### src/rtl/sine_freq_meter.sv
`default_nettype none
// ============================================================================
//  Module   : sine_freq_meter
//  Brief    : Zero-crossing frequency meter; times N_CYCLES waveform periods
//             in sample ticks and divides SAMPLE_RATE*N_CYCLES by that count.
//  Revision : 1.0 - initial release
// ============================================================================
module sine_freq_meter #(
    parameter int unsigned SAMPLE_RATE = 48000,
    parameter int unsigned N_CYCLES    = 4,
    parameter int unsigned HYST        = 16,
    parameter int unsigned MAX_TICKS   = 1048576
) (
    input  logic        Sys_clk,
    input  logic        Fm_rst_n,
    input  logic        Syn_clk,
    input  logic        Fm_ce,
    input  logic [31:0] Sample,
    output logic [31:0] Freq_est,
    output logic [31:0] Period_ticks,
    output logic        Freq_valid,
    output logic        Locked,
    output logic        Overrun
);

    localparam logic [31:0]        c_NUM       = 32'(SAMPLE_RATE * N_CYCLES);
    localparam logic [31:0]        c_MAX_TICKS = 32'(MAX_TICKS);
    localparam logic [6:0]         c_N_CYCLES  = 7'(N_CYCLES);
    localparam logic signed [31:0] c_HYST_POS  = 32'(HYST);
    localparam logic signed [31:0] c_HYST_NEG  = -c_HYST_POS;

    typedef enum logic [0:0] {ST_IDLE = 1'b0, ST_MEASURE = 1'b1} state_t;
    typedef enum logic [0:0] {DIV_IDLE = 1'b0, DIV_RUN = 1'b1} div_state_t;

    state_t      r_state, w_state_nxt;
    div_state_t  r_div_state, w_div_state_nxt;
    logic        r_armed;
    logic [31:0] r_tick, w_tick_nxt, w_tick_inc;
    logic [6:0]  r_cross_cnt, w_cross_nxt;
    logic [31:0] r_idle_cnt, w_idle_nxt;
    logic [4:0]  r_div_cnt;
    logic [31:0] r_rem, r_quo, r_den;
    logic [31:0] r_freq_est, r_period;
    logic        r_freq_valid, r_locked, r_overrun;

    logic        w_low, w_high, w_cross;
    logic        w_close, w_timeout;
    logic        w_div_start, w_div_done, w_overrun;
    logic [32:0] w_rem_sh, w_diff;
    logic        w_ge;
    logic [31:0] w_rem_step, w_quo_step;

    assign w_low      = $signed(Sample) <= c_HYST_NEG;
    assign w_high     = $signed(Sample) >= c_HYST_POS;
    assign w_cross    = Fm_ce & Syn_clk & r_armed & w_high;
    assign w_tick_inc = r_tick + 32'd1;

    // Measurement FSM: window bookkeeping and timeout detection
    always_comb begin
        w_state_nxt = r_state;
        w_tick_nxt  = r_tick;
        w_cross_nxt = r_cross_cnt;
        w_idle_nxt  = r_idle_cnt;
        w_close     = 1'b0;
        w_timeout   = 1'b0;
        if (!Fm_ce) begin
            w_state_nxt = ST_IDLE;
            w_tick_nxt  = 32'd0;
            w_cross_nxt = 7'd0;
            w_idle_nxt  = 32'd0;
        end else if (Syn_clk) begin
            case (r_state)
                ST_IDLE: begin
                    if (w_cross) begin
                        w_state_nxt = ST_MEASURE;
                        w_tick_nxt  = 32'd0;
                        w_cross_nxt = 7'd0;
                        w_idle_nxt  = 32'd0;
                    end else if (r_idle_cnt + 32'd1 >= c_MAX_TICKS) begin
                        w_timeout  = 1'b1;
                        w_idle_nxt = 32'd0;
                    end else begin
                        w_idle_nxt = r_idle_cnt + 32'd1;
                    end
                end
                ST_MEASURE: begin
                    // Timeout outranks a window closing on the same tick
                    if (w_tick_inc >= c_MAX_TICKS) begin
                        w_timeout   = 1'b1;
                        w_state_nxt = ST_IDLE;
                        w_tick_nxt  = 32'd0;
                        w_cross_nxt = 7'd0;
                    end else if (w_cross && (r_cross_cnt + 7'd1 == c_N_CYCLES)) begin
                        w_close     = 1'b1;
                        w_tick_nxt  = 32'd0;
                        w_cross_nxt = 7'd0;
                    end else begin
                        w_tick_nxt = w_tick_inc;
                        if (w_cross) w_cross_nxt = r_cross_cnt + 7'd1;
                    end
                end
                default: w_state_nxt = ST_IDLE;
            endcase
        end
    end

    // Divider control runs alongside MEASURE; a busy divider drops new windows
    always_comb begin
        w_div_state_nxt = r_div_state;
        w_div_start     = 1'b0;
        w_div_done      = 1'b0;
        w_overrun       = 1'b0;
        if (!Fm_ce || w_timeout) begin
            w_div_state_nxt = DIV_IDLE;
        end else begin
            if (r_div_state == DIV_RUN && r_div_cnt == 5'd31) begin
                w_div_done      = 1'b1;
                w_div_state_nxt = DIV_IDLE;
            end
            if (w_close) begin
                if (r_div_state == DIV_RUN) begin
                    w_overrun = 1'b1;
                end else begin
                    w_div_start     = 1'b1;
                    w_div_state_nxt = DIV_RUN;
                end
            end
        end
    end

    assign w_rem_sh   = {r_rem, r_quo[31]};
    assign w_diff     = w_rem_sh - {1'b0, r_den};
    assign w_ge       = ~w_diff[32];
    assign w_rem_step = w_ge ? w_diff[31:0] : w_rem_sh[31:0];
    assign w_quo_step = {r_quo[30:0], w_ge};

    always_ff @(posedge Sys_clk or negedge Fm_rst_n) begin
        if (!Fm_rst_n) begin
            r_state     <= ST_IDLE;
            r_div_state <= DIV_IDLE;
            r_armed     <= 1'b0;
            r_tick      <= 32'd0;
            r_cross_cnt <= 7'd0;
            r_idle_cnt  <= 32'd0;
        end else begin
            r_state     <= w_state_nxt;
            r_div_state <= w_div_state_nxt;
            r_tick      <= w_tick_nxt;
            r_cross_cnt <= w_cross_nxt;
            r_idle_cnt  <= w_idle_nxt;
            if (!Fm_ce)         r_armed <= 1'b0;
            else if (w_cross)   r_armed <= 1'b0;
            else if (Syn_clk && w_low) r_armed <= 1'b1;
        end
    end

    always_ff @(posedge Sys_clk or negedge Fm_rst_n) begin
        if (!Fm_rst_n) begin
            r_div_cnt    <= 5'd0;
            r_rem        <= 32'd0;
            r_quo        <= 32'd0;
            r_den        <= 32'd0;
            r_freq_est   <= 32'd0;
            r_period     <= 32'd0;
            r_freq_valid <= 1'b0;
            r_locked     <= 1'b0;
            r_overrun    <= 1'b0;
        end else begin
            r_freq_valid <= w_div_done | w_timeout;
            r_overrun    <= w_overrun;
            if (w_div_start) begin
                r_div_cnt <= 5'd0;
                r_rem     <= 32'd0;
                r_quo     <= c_NUM;
                r_den     <= w_tick_inc;
            end else if (r_div_state == DIV_RUN) begin
                r_div_cnt <= r_div_cnt + 5'd1;
                r_rem     <= w_rem_step;
                r_quo     <= w_quo_step;
            end
            if (!Fm_ce) begin
                r_locked <= 1'b0;
            end else if (w_timeout) begin
                r_freq_est <= 32'd0;
                r_period   <= 32'd0;
                r_locked   <= 1'b0;
            end else if (w_div_done) begin
                r_freq_est <= w_quo_step;
                r_period   <= r_den;
                r_locked   <= (w_quo_step != 32'd0);
            end
        end
    end

    assign Freq_est     = r_freq_est;
    assign Period_ticks = r_period;
    assign Freq_valid   = r_freq_valid;
    assign Locked       = r_locked;
    assign Overrun      = r_overrun;

endmodule
`default_nettype wire

### config.mk
export PLATFORM = sky130hd
export DESIGN_NAME = sine_freq_meter
export DESIGN_NICKNAME = d
export VERILOG_FILES = /design/src/rtl/sine_freq_meter.sv
export SDC_FILE = /design/constraint.sdc
export NUM_CORES = 1
export LEC_CHECK = 0
export CORE_MARGIN = 10
export CORE_UTILIZATION = 50
export DETAILED_ROUTE_END_ITERATION = 10
export PLACE_DENSITY_LB_ADDON = 0.3
export SYNTH_ARGS = -nofsm -noshare
export SYNTH_HDL_FRONTEND = slang
export SYNTH_SLANG_ARGS = --single-unit
export TNS_END_PERCENT = 20
### constraint.sdc
create_clock -name Sys_clk -period 5.3 [get_ports Sys_clk]
set_clock_uncertainty 0.05 [all_clocks]
set_input_delay 1.06 -clock Sys_clk [delete_from_list [all_inputs] [get_ports Sys_clk]]
set_output_delay 1.06 -clock Sys_clk [all_outputs]
set_load 0.05 [all_outputs]
==> results.toml <==
[detailed_routing]
dr.pass1.iters = 5
drt_iter0_drc = 888
vias = 10224
ant_nets = 0
routed_via_density = 5.799
wl_per_cell_um = 16.84
routed_wirelength_um = 29680
drc = 0

[synthesis]
ys_types = 75
synth.area.top_cells = "dfrtp_1, nand3_1, nand2_1"
synth_top_area_share_pct = 47.93
synthArstFlopShare_pct = 100.0
synth_common_cells = "dfrtp_1, nand2_1, nand3_1, o21ai_0, a22o_1"
yosysMostFrequentCell = "dfrtp_1"
syn_avg_cell_area_sq_um = 9.471
netlist_area_sq_um = 12630
synth-seq-cells = 242
ys_seq_area_share_pct = 47.93
syn_inst = 1334
ys_warn_count = 0
yosysTopAreaCell = "dfrtp_1"
synth_edf_count = 0
synth_ff_type = "dfrtp_1"
syn_nets = 1409

[placement]
dpl.hpwl_um = 19890
portBuffers = 102
place.gp.congestion = 0.8823
post-place-ws_ns = 1.019

[grt]
busiest_layer = "met2"
grt_max_degree = 109
grt_pass1_vias = 9926
grtUsageMet2_pct = 30.10
gr-total-overflow = 0
gr-usage-met1_pct = 25.01
grt_use_met3_pct = 3.201
antenna_found_initial = 0
grt.total_usage_pct = 18.47
grt_first_pass_wirelength_um = 49690

[critical_path]
reg2regPathDepth = 11
worstPathArrival_ns = 4.43
worstPathRequired_ns = 5.71
critPathLaunch = "r_tick[0]"
r2r-start = "r_tick[0]"
cp_max_fo = 44
r2r-end = "Freq_est[4]"
path_class = "reg -> reg"
startpoint_type = "register"
crit_path_end_kind = "register"
rrSetupSlack_ns = 1.29

[cells_and_area]
fillCellCount = 2131
area_delta_synth_final_pct = 17.77
regArea_sq_um = 6057
layout-drive-gt1-share_pct = 6.420
fin_util_pct = 59.43
n_antenna_cell = 0
finalNetCount = 1488
multi_input_area_sq_um = 6071

[floorplan]
dieArea_sq_um = 32030
die_width_um = 179.0
num_rows = 58
initial_core_util_pct = 50.46
die-height_um = 179.0
io_pins = 103
core_sq_um = 25040

[power]
p_int_mw = 3.266
ir_worst_vdd_mv = 0.2444
p_sw_share_pct = 23.22
pwr-share-seq_pct = 45.2
p_clk_share_pct = 47.1
netSwitchingPower_mw = 0.9876
total_power_mw = 4.254
p_per_area_nw_per_um2 = 285.9
leakage_nw = 6.492
power_frac_comb_pct = 7.7

[timing]
setup_slack_ns = 1.289
period_minus_slack_ns = 4.011
tightest_slew_ns = 0.9963
slew_violations = 0
tns_ns = 0
finalCritPeriodShare_pct = 75.68
slew_headroom_pct = 33.48
hold_viol = 0
setup_viol = 0
rsz0062_at_grt = "no"
fmax_mhz = 249.3

[hold_path]
hold_depth = 1
hold_class = "reg -> reg"
hold_path.startpoint = "r_den[29]"
min_to = "Period_ticks[29]"

[cts]
cts_tree = "done"
clock_path_buffers = 3
htree_levels = 1
cts-root-buf = "clkbuf_16"
cts.clk_slew.worst_paths_ns = 0.06
clk_latency_ns = 0.53
cts.repair.resized = 0
cts_hold_buf = 0
cts_setup_buffers = 0
cts_buffers = 26
cts_sinks = 242

[status]
status = "complete, no violations"

[job]
drv_cap = 0
==> flip-flops by register name, indices dropped and copies added, names as in the netlist, 5 cells and up <==
register      flops
r_div_cnt         5
r_tick           32
r_den            32
Freq_est         32
Period_ticks     32
r_cross_cnt       7
r_rem            32
r_idle_cnt       32
r_quo            32
==> routing by layer <==
metal / vias to the layer above / wire length, um
met2: 222 / 13830
met3: 35 / 1605
met4: 0 / 558
met1: 4978 / 13680
met5: - / 0
li1: 4989 / -
==> cells by family after synthesis <==
logic type               share of synthesized area (%)
flip-flops                                       47.93
multiplexers                                    0.4853
AND/OR/NAND/NOR                                  22.53
AO/OA/AOI/OAI                                    16.36
buffers and inverters                            4.278
adder cells (fa/ha/maj)                          3.922
XOR/XNOR                                         4.496
==> cell type report <==
| class | count | share of cell area, % |
|---|---|---|
| multi-input cells | 968 | 40.80 |
| clock inverters | 10 | 1.219 |
| well taps | 330 | 2.775 |
| clock buffers | 38 | 5.222 |
| inverters | 55 | 1.387 |
| repair buffers | 120 | 7.888 |
| flip-flops and latches | 242 | 40.71 |
==> metrics by stage <==
| step | cell area, sq um | hold WS (ns) | instances |
|---|---|---|---|
| floorplan | 12630 | 0.4055 | 1334 |
| global placement | 13920 | 0.4196 | 1715 |
| detailed placement | 13920 | 0.4294 | 1715 |
| CTS | 14880 | 0.4439 | 1763 |
| global route | 14880 | 0.4602 | 1763 |
| finish | 14880 | 0.4388 | 1763 |
==> placed cells by master, fill, tap and decap left out, types with 29 or more instances in the layout <==
cell	count
dfrtp_1	241
nand2_1	184
nand3_1	144
clkdlybuf4s50_1	101
o21ai_0	82
a22o_1	65
inv_1	55
nor2_1	51
and3_1	46
xnor2_1	43
a21oi_1	41
ha_1	38
nor4_1	29
==> worst max-delay path: stages (launching register included) <==
cell,delay [ns]
dfrtp_1,0.44
ha_1,0.28
nand3_1,0.22
nor3_2,0.41
and4_1,0.28
a31oi_1,0.16
nor4_2,0.29
buf_4,0.28
a211oi_2,0.12
o21ai_4,0.60
buf_4,0.55
a22o_1,0.24
==> how the worst max path moves through the flow <==
stage / slack [ns] / to / cells past startpoint
2_1_floorplan: 2.03 / r_tick[8] / 11
3_3_place_gp: 1.04 / Freq_est[0] / 9
3_5_place_dp: 1.02 / Freq_est[0] / 9
4_1_cts: 1.32 / Freq_est[4] / 11
5_1_grt: 0.87 / r_rem[30] / 11
6_report: 1.29 / Freq_est[4] / 11
==> power by group through the flow <==
| stage | combinational (mW) | clock [mW] | sequential, mW |
|---|---|---|---|
| 2_1_floorplan | 0.180 | 0 | 1.97 |
| 3_3_place_gp | 0.326 | 0 | 1.95 |
| 4_1_cts | 0.332 | 2.04 | 1.92 |
| 6_report | 0.329 | 2.00 | 1.92 |
| 3_5_place_dp | 0.331 | 0 | 1.95 |
| 5_1_grt | 0.369 | 2.11 | 1.93 |
Power figures use the tool's default switching activity.
